===== src/rtl/hazard_ctrl.sv =====
// Pipeline hazard controller: load/data-hazard stalls, branch wait/flush FSM and a saturating stall counter.
// Define HAZARD_CTRL_FWD_EN to enable EX/MEM and MEM/WB forwarding (only load-use then stalls).
module hazard_ctrl #(
  parameter int ADDR_W = 5,
  parameter int CNT_W  = 16
) (
  input  logic              clock,
  input  logic              reset,
  input  logic [6:0]        opcode,
  input  logic [ADDR_W-1:0] rs1,
  input  logic [ADDR_W-1:0] rs2,
  input  logic [ADDR_W-1:0] rd_id_ex,
  input  logic [ADDR_W-1:0] rd_ex_mem,
  input  logic [ADDR_W-1:0] rd_mem_wb,
  input  logic              regwrite_id_ex,
  input  logic              regwrite_ex_mem,
  input  logic              regwrite_mem_wb,
  input  logic              memread_id_ex,
  input  logic              branch_resolved,
  input  logic              branch_taken,
  output logic              pc_load,
  output logic              if_id_load,
  output logic              id_ex_bubble,
  output logic              if_id_flush,
  output logic [1:0]        fwd_a,
  output logic [1:0]        fwd_b,
  output logic [CNT_W-1:0]  stall_count,
  output logic [1:0]        state_dbg
);

  // state_dbg encoding: 0 RUN, 1 BR_WAIT, 2 FLUSH.
  typedef enum logic [1:0] {
    RUN     = 2'd0,
    BR_WAIT = 2'd1,
    FLUSH   = 2'd2
  } state_t;

  localparam logic [6:0] OP_R     = 7'b0110011;
  localparam logic [6:0] OP_S     = 7'b0100011;
  localparam logic [6:0] OP_SB    = 7'b1100011;
  localparam logic [6:0] OP_LOAD  = 7'b0000011;
  localparam logic [6:0] OP_IALU  = 7'b0010011;
  localparam logic [6:0] OP_JALR  = 7'b1100111;

  localparam logic [CNT_W-1:0] CNT_ONE = CNT_W'(1);
  localparam logic [CNT_W-1:0] CNT_MAX = '1;

  state_t state, state_next;

  logic rs1_used, rs2_used, is_sb;
  logic m1_id_ex, m1_ex_mem, m1_mem_wb;
  logic m2_id_ex, m2_ex_mem, m2_mem_wb;
  logic data_hazard;
  logic [1:0] fwd_a_raw, fwd_b_raw;

  assign rs1_used = (opcode == OP_R) || (opcode == OP_S) || (opcode == OP_SB) ||
                    (opcode == OP_LOAD) || (opcode == OP_IALU) || (opcode == OP_JALR);
  assign rs2_used = (opcode == OP_R) || (opcode == OP_S) || (opcode == OP_SB);
  assign is_sb    = (opcode == OP_SB);

  // A qualified match: register read, nonzero, equal to the stage rd, and that stage writes.
  assign m1_id_ex  = rs1_used && (rs1 != '0) && (rs1 == rd_id_ex)  && regwrite_id_ex;
  assign m1_ex_mem = rs1_used && (rs1 != '0) && (rs1 == rd_ex_mem) && regwrite_ex_mem;
  assign m1_mem_wb = rs1_used && (rs1 != '0) && (rs1 == rd_mem_wb) && regwrite_mem_wb;
  assign m2_id_ex  = rs2_used && (rs2 != '0) && (rs2 == rd_id_ex)  && regwrite_id_ex;
  assign m2_ex_mem = rs2_used && (rs2 != '0) && (rs2 == rd_ex_mem) && regwrite_ex_mem;
  assign m2_mem_wb = rs2_used && (rs2 != '0) && (rs2 == rd_mem_wb) && regwrite_mem_wb;

`ifdef HAZARD_CTRL_FWD_EN
  assign data_hazard = memread_id_ex && (m1_id_ex || m2_id_ex);
  assign fwd_a_raw   = m1_ex_mem ? 2'b10 : (m1_mem_wb ? 2'b01 : 2'b00);
  assign fwd_b_raw   = m2_ex_mem ? 2'b10 : (m2_mem_wb ? 2'b01 : 2'b00);
`else
  logic unused_memread;
  assign unused_memread = memread_id_ex;
  assign data_hazard = m1_id_ex || m1_ex_mem || m1_mem_wb ||
                       m2_id_ex || m2_ex_mem || m2_mem_wb;
  assign fwd_a_raw   = 2'b00;
  assign fwd_b_raw   = 2'b00;
`endif

  assign fwd_a     = reset ? 2'b00 : fwd_a_raw;
  assign fwd_b     = reset ? 2'b00 : fwd_b_raw;
  assign state_dbg = state;

  always_ff @(posedge clock) begin
    if (reset) state <= RUN;
    else       state <= state_next;
  end

  always_comb begin
    state_next   = state;
    pc_load      = 1'b1;
    if_id_load   = 1'b1;
    id_ex_bubble = 1'b0;
    if_id_flush  = 1'b0;
    case (state)
      RUN: begin
        // A data hazard outranks a branch: the branch waits in ID until operands are safe.
        if (data_hazard) begin
          pc_load      = 1'b0;
          if_id_load   = 1'b0;
          id_ex_bubble = 1'b1;
        end else if (is_sb) begin
          pc_load    = 1'b0;
          state_next = BR_WAIT;
        end
      end
      BR_WAIT: begin
        id_ex_bubble = 1'b1;
        if (!branch_resolved) begin
          pc_load    = 1'b0;
          if_id_load = 1'b0;
        end else begin
          state_next = branch_taken ? FLUSH : RUN;
        end
      end
      FLUSH: begin
        if_id_flush  = 1'b1;
        id_ex_bubble = 1'b1;
        state_next   = RUN;
      end
      default: state_next = RUN;
    endcase
    if (reset) begin
      pc_load      = 1'b0;
      if_id_load   = 1'b0;
      id_ex_bubble = 1'b1;
      if_id_flush  = 1'b0;
    end
  end

  always_ff @(posedge clock) begin
    if (reset)
      stall_count <= '0;
    else if (!pc_load && (stall_count != CNT_MAX))
      stall_count <= stall_count + CNT_ONE;
  end

endmodule


===== config.mk =====
export PLATFORM = sky130hd
export DESIGN_NAME = hazard_ctrl
export DESIGN_NICKNAME = d
export VERILOG_FILES = /design/src/rtl/hazard_ctrl.sv
export SDC_FILE = /design/constraint.sdc
export NUM_CORES = 1
export LEC_CHECK = 0
export CAP_MARGIN = 20
export CORE_ASPECT_RATIO = 2
export CORE_MARGIN = 1
export CORE_UTILIZATION = 29
export DETAILED_ROUTE_END_ITERATION = 12
export GPL_TIMING_DRIVEN = 0
export PLACE_DENSITY_LB_ADDON = 0.12
export SLEW_MARGIN = 25
export SYNTH_ARGS = -nofsm -noshare
export SYNTH_HDL_FRONTEND = slang
export SYNTH_SLANG_ARGS = --single-unit

===== constraint.sdc =====
create_clock -name clock -period 5.6 [get_ports clock]
set_input_delay 1.12 -clock clock [delete_from_list [all_inputs] [get_ports clock]]
set_output_delay 1.12 -clock clock [all_outputs]
set_load 0.005 [all_outputs]

Word level (Yosys, flattened, before mapping):

Cells that the tools add are included.

* equal/unequal tests: 18
* add/subtract/negate cells: 1
* reductions and logical operators: 31
* multiplexer cells: 18

Operators by type and width (number)
* == test 5 bit: 6
* adder 16 x 1 -> 16 bit (second input constant): 1
* inequality test 16 bit (second input constant): 1
* logical AND 1 bit: 15
* == test 7 x 6 -> 1 bit (second input constant): 2
* == test 7 bit (second input constant): 2
* logical OR 1 bit: 10
* 2-to-1 mux 1 bit: 10
* nonzero test 5 bit: 2
* 2-to-1 mux 2 bit: 4
* == test 7 x 2 -> 1 bit (second input constant): 1
* == test 7 x 5 -> 1 bit (second input constant): 1
* inequality test 2 bit (second input constant): 3
* case mux 1 bit (2 select lines): 3
* case mux 2 bit (2 select lines): 1
* AND reduction 3 bit: 1
* == test 2 x 1 -> 1 bit (second input constant): 1
* == test 2 bit (second input constant): 1
* logical NOT 2 bit: 1
* OR reduction 2 bit: 1
* logical NOT 1 bit: 1

* logic and storage cells: 70
* output and inout bits: 26
* register bits after elaboration: 18
* input bits: 40

Depth between registers and ports, before layout:

* depth in word-level cells: 19
* mapped depth: 10
* mapped depth without buffers: 8

Least setup slack after synthesis:

OpenSTA, ideal clock, no wires.

* kind: in2out
* start: in rs1[1]
* end: out pc_load
* slack: 2.121 ns
* data arrival time: 2.359 ns
* cell stages on the path: 5
* required time: 4.480 ns
* buffers on the path: 0
* cells stage by stage: or4_1 -> o21ai_0 -> o32ai_4 -> o21a_1 -> nor2_1

* cells in the longest elaborated chain, start to end: 12
* elaborated cells between the ends (all ways): 19
* those cells by class: eq/ne (3); mux (3); reduce/logical (13)

RTL lines
* start, declared: line 10 `input logic [ADDR_W-1:0] rs1,`
* nonzero test 5 bit: line 62, 63, 64
* logical AND 1 bit: line 62, 63, 64
* logical AND 1 bit, on equally long branches (2 in a row): line 62, 63
* logical OR 1 bit: line 76 `assign data_hazard = m1_id_ex || m1_ex_mem || m1_mem_wb ||`
* logical OR 1 bit * (2 in a row): line 76
* logical OR 1 bit * (2 in a row): line 77 `m2_id_ex || m2_ex_mem || m2_mem_wb;`
* 2-to-1 mux 1 bit *: line 100 `if (data_hazard) begin`
* case mux 1 bit (2 select lines) *: line 97 `case (state)`
* 2-to-1 mux 1 bit *: line 125 `if (reset) begin`
* end, declared: line 21 `output logic pc_load,`

Mark *: on every way between the ends. The rest lies on a longest branch, timed or not.

Worst setup path after layout:

* start: in rs1[3]
* end: out id_ex_bubble

* cells in the longest elaborated chain, start to end: 12
* elaborated cells between the ends (all ways): 19
* those cells by class: eq/ne (3); mux (3); reduce/logical (13)

RTL lines
* nonzero test 5 bit: line 62, 63, 64
* logical AND 1 bit: line 62, 63, 64
* logical AND 1 bit, on equally long branches (2 in a row): line 62, 63
* logical OR 1 bit: line 76
* logical OR 1 bit * (2 in a row): line 76
* logical OR 1 bit * (2 in a row): line 77
* 2-to-1 mux 1 bit *: line 100
* case mux 1 bit (2 select lines) *: line 97
* 2-to-1 mux 1 bit *: line 125
* end, declared: line 23 `output logic id_ex_bubble,`

Marks and branches as above.

==> results by group <==
Yosys
  • Mapped Avg Cell Area: 7.823 µm²
  • #FFs+latches synth: 18
  • Mapped Cells: 186
  • Post-synthesis sequential area ratio: 0.2476
  • Post-Synthesis Cell Area: 1455 µm²
  • Yosys Warn Count: 0
  • Synth Flop Type: dfxtp_1
  • Fraction of registers with async set/reset: 0
  • Netlist cell types: 39
  • Count of flip-flops with a built-in enable after synthesis: 0

Setup path
  • Crit path DAT: 3.79 ns
  • Crit path required time: 4.48 ns
  • CP Launch Type: input pin
  • WS Path Type: in2out
  • Crit end category: output pin
  • Crit-path max FO: 7
  • R2r worst-path depth: 10

STA
  • Clk_skew: 0.0009804 ns
  • Fin. Hold Viols: 0
  • Slew Viols, Final: 0
  • Unrepaired setup endpoints after global routing: no
  • Peak Freq: 0.2039 GHz
  • Total negative slack: 0 ns
  • Final min period: 4.905 ns
  • Period utilisation layout: 0.8759
  • Final setup violation count: 0

Floorplanning
  • Full die area: 5322 µm²
  • Die Wd: 52.09 µm
  • Placement Rows: 36
  • Starting Density: 0.2991
  • Die H: 102.2 µm
  • Core Region: 4865 µm²
  • I/O pin count: 66

CTS
  • Root buf cell: clkbuf_8
  • Post-CTS sizing: 0
  • CTS Sinks: 18
  • Reg clk slew, reported paths: around 0.070 ns
  • Clk buf depth: 2
  • Post-CTS setup buffers: 0
  • H-tree depth: 1
  • Clk Latency, worst-skew pair: 0.25 ns
  • CTS tree: done
  • Hold-fix buffers, CTS: 0
  • Num CTS Buffers: 3

Routing
  • WL final: 4333 µm
  • Drt first pass iters: 5
  • Vias per cell: 5.023
  • Antenna Violating Nets Remaining: 0
  • Detailed Route Iter0 Violations: 15
  • DRC: 0
  • Via count: 1547
  • WL/cell: 14.07 µm

Final layout
  • Antenna diode count: 0
  • Commonest non-fill, non-tap cells in the layout: 59 x clkdlybuf4s50_1, 25 x xor2_1, 18 x dfxtp_1
  • Most common cell after layout, fill and taps aside: clkdlybuf4s50_1
  • Final Non-Filler Cells: 308
  • Share of cells above drive strength 1: 0.05578
  • Final core utilization: 0.4460
  • NumNets Final: about 300
  • Synth-to-Final Area Change: 49.10%

Global routing
  • Total congestion overflow: 0
  • GRT Total Usage: 0.1789
  • Antenna violations before repair: 0
  • First-pass GRT wire length: 7031 µm
  • Largest net degree at the start of global routing: 11
  • Vias in the first global route: 1561

Worst hold path
  • Hold path cells: 2
  • Worst hold path type: reg2reg

Place
  • Hpwl dp: around 3700 µm
  • Port Buffers: 59
  • Placed Cells: 305
  • GP Congestion: 0.7672

Pwr
  • Max IR drop VDD: 0.1103 mV
  • Post-layout total power: around 370 µW
  • Leakage power: 0.0007495 µW
  • Pwr/cell area: ~170 nW/µm²

Outcome
  • Status: finished, final reports clean

Run
  • Max-cap viol count: 0
==> worst paths after layout <==
kind	startpoint	to	slack [ns]
min reg2reg	stall_count[11]$_SDFFE_PP0P_	stall_count[11]$_SDFFE_PP0P_	0.50
max reg2reg	stall_count[6]$_SDFFE_PP0P_	stall_count[1]$_SDFFE_PP0P_	3.22
max	rs1[3]	id_ex_bubble	0.69
min	stall_count[11]$_SDFFE_PP0P_	stall_count[11]$_SDFFE_PP0P_	0.50
==> power by group <==
group,switching (µW),leakage (µW),internal (µW)
Combinational,63.3,0.000582,72.4
Clock,42.7,0.0000216,47.8
Sequential,6.96,0.000145,134
==> metrics by stage <==
| step | setup slack, ns | hold WS (ns) | area (µm²) |
|---|---|---|---|
| after CTS | 0.6772 | 0.5052 | 2170 |
| after detailed placement | 0.6845 | 0.4968 | 2128 |
| after global routing | 0.5410 | 0.5317 | 2170 |
| after global placement | 0.6909 | 0.4866 | 2128 |
| final | 0.6947 | 0.4994 | 2170 |
| after floorplan | 2.121 | 0.4808 | 1466 |
==> routing by layer <==
layer / global-route usage / share of wire
met4: 0.06653 / 0.021
met2: 0.3846 / 0.61
met5: 0 / 0
met1: 0.1563 / 0.33
met3: 0.01190 / 0.035
==> state kept, by name, indices dropped and copies added (netlist names) <==
register,flops
stall_count,16
state_dbg,2
==> worst max-delay path: stages <==
cell and delay [ns]:
clkdlybuf4s50_1 0.53, xor2_1 0.21, nor4_1 0.43, nand3_1 0.12, and3_4 0.21, o32ai_4 0.35
a21oi_1 0.14, o21bai_1 0.15, clkdlybuf4s50_1 0.52
==> kinds of logic after synthesis <==
group / after synthesis / share of synthesized area
AND/OR/NAND/NOR: 70 / 0.2657
AO/OA/AOI/OAI: 42 / 0.1797
XOR/XNOR: 31 / 0.1866
flip-flops: 18 / 0.2476
buffers and inverters: 17 / 0.06019
adder cells (fa/ha/maj): 5 / 0.04299
multiplexers: 2 / 0.01462
other: 1 / 0.002577
==> Yosys cell counts, types with 2 or more instances <==
library cell	count	share of area
nand4_1	2	0.0086
or3_1	9	0.039
nor2_1	10	0.026
nand3b_1	2	0.010
and2_1	2	0.0086
buf_4	4	0.021
ha_1	5	0.043
nand2_1	10	0.026
o21bai_1	2	0.010
nand3_1	13	0.045
nor3_1	2	0.0069
dfxtp_1	18	0.25
clkbuf_1	3	0.0077
o31ai_1	3	0.015
xnor2_1	6	0.036
o21ai_0	14	0.048
nor2b_1	2	0.0086
xor2_1	25	0.15
inv_1	8	0.021
and3_1	2	0.0086
nor4_1	7	0.030
a21oi_1	17	0.058
or4_1	4	0.021
==> final cells by class <==
type / instances / area [µm²]
tap: 57 / 71.32
buffer: 9 / 57.56
sequential: 18 / 360.3
clock buffer: 3 / 41.29
multi-input combinational: 154 / 1018
inverter: 8 / 30.03
fill: 515 / 2695
timing repair buffer: 59 / 590.6
Power figures use the tool's default switching activity.
==> variant (same settings) <==
The option `HAZARD_CTRL_FWD_EN` is turned on by a define.
--- a/src/rtl/hazard_ctrl.sv
+++ b/src/rtl/hazard_ctrl.sv
@@ -2,2 +2,4 @@
 // Define HAZARD_CTRL_FWD_EN to enable EX/MEM and MEM/WB forwarding (only load-use then stalls).
+`define HAZARD_CTRL_FWD_EN
+
 module hazard_ctrl #(
Behaviour: not the same (Yosys sat finds a counterexample within 4 cycles, from zero or initial values and one cycle with reset high).
==> variant against the original RTL <==
Total power increased by 6.6%; wire length rose by 12%; cell area up 5.7%; critical path depth increased by 1; final cell count up 3.2%; sequential cell count stayed put; synthesized area increased by 4.1%; worst setup slack worse by 0.020 ns; critical path type unchanged; largest cell class unchanged.
==> variant: results (changes against the original RTL) <==
gp_congestion: 0.779  # +1.6%
timing.rr.start: "stall_count[0]$_SDFFE_PP0P_"
portBuffers: 65  # +10%
min_to: "stall_count[10]$_SDFFE_PP0P_"
arrival_ns: 3.81  # +0.02 ns
fin_nets: 307  # +3.0%
pre_cts_slack_ns: 0.628  # -0.0570 ns
critPathCapture: "pc_load"
vdd_drop_max_mv: 0.121  # +9.9%
critPathMaxFanout: 10  # +3
r2r_cells: 9  # -1
timing.rr.end: "stall_count[4]$_SDFFE_PP0P_"
skew_ns: 0.00459  # +0.00361 ns
drive_above_1_share_pct: 4.21  # -1.4 points
fill_cells: 547  # +6.2%
p_leak_uw: 0.000821  # +9.6%
status: "finished clean"
vias_per_cell: 5.26  # +4.7%
synth_common_cells: "20 x xor2_1, 18 x dfxtp_1, 16 x nor2_1, 15 x a21oi_1, 10 x xnor2_1"
synth_cells: 192  # +3.2%
fmax_mhz: 203  # -0.42%
antenna_found_initial: 0  # unchanged
r2r_slack_ns: 3.13  # -0.09 ns
hpwl_um: 4120  # +11%
track_usage_pct: 19.3  # +1.5 points
cpPeakStageDelay_ns: 0.55  # +0.02 ns
cp-startpoint: "rs1[2]"
dr.pass1.iters: 4  # -1
grt_pass1_wl_um: 7960  # +13%
ys_seq_area_share_pct: 23.8  # -0.98 points
dr_total_vias: 1673  # +8.1%
whs_ns: 0.495  # -0.00399 ns
==> variant: layout make-up <==
| cell class | instances | area (um2) | share of cell area [%] |
|---|---|---|---|
| buffer | 7 | 42.5 | 1.86 |
| clock buffer | 4 | 55.1 | 2.40 |
| inverter | 6 | 22.5 | 0.983 |
| multi-input combinational | 161 | 1090 | 47.5 |
| sequential | 18 | 360 | 15.7 |
| tap | 57 | 71.3 | 3.11 |
| timing repair buffer | 65 | 651 | 28.4 |
==> variant: worst reg2reg max path, stage by stage (launching register included) <==
cell,delay [ns]
dfxtp_1,0.40
ha_1,0.19
and2_1,0.12
clkbuf_1,0.30
and3_1,0.21
nand4_1,0.18
nand2_1,0.22
clkbuf_1,0.37
nor3_1,0.11
mux2_2,0.28
==> variant: kinds of logic (layout without fill, tap and decap cells) <==
kind of cell / count (synthesis) / in the layout / share of synthesized area, %
muxes: 5 / 5 / 3.63
AOI/OAI and AO/OA: 35 / 35 / 14.0
and+or+nand+nor: 86 / 86 / 32.8
buffers and inverters: 13 / 82 / 4.29
adders and majority gates: 5 / 5 / 4.13
xor gates and xnor gates: 30 / 30 / 17.3
DFF: 18 / 18 / 23.8
==> variant: report_power, final <==
part,internal (uW),leakage [uW],total (uW),switching (uW)
registers,131,0.000145,136,4.51
clock network,62.7,0.0000288,113,50.3
logic,70.1,0.000648,142,72.2
total,264,0.000821,391,127
==> variant: layer usage <==
metal / vias up / routed length (um) / track usage, %
li1: 842 / - / -
met1: 758 / 1610 / 17.4
met2: 64 / 2880 / 38.3
met3: 9 / 192 / 2.34
met4: 0 / 160 / 9.21
met5: - / 0 / 0
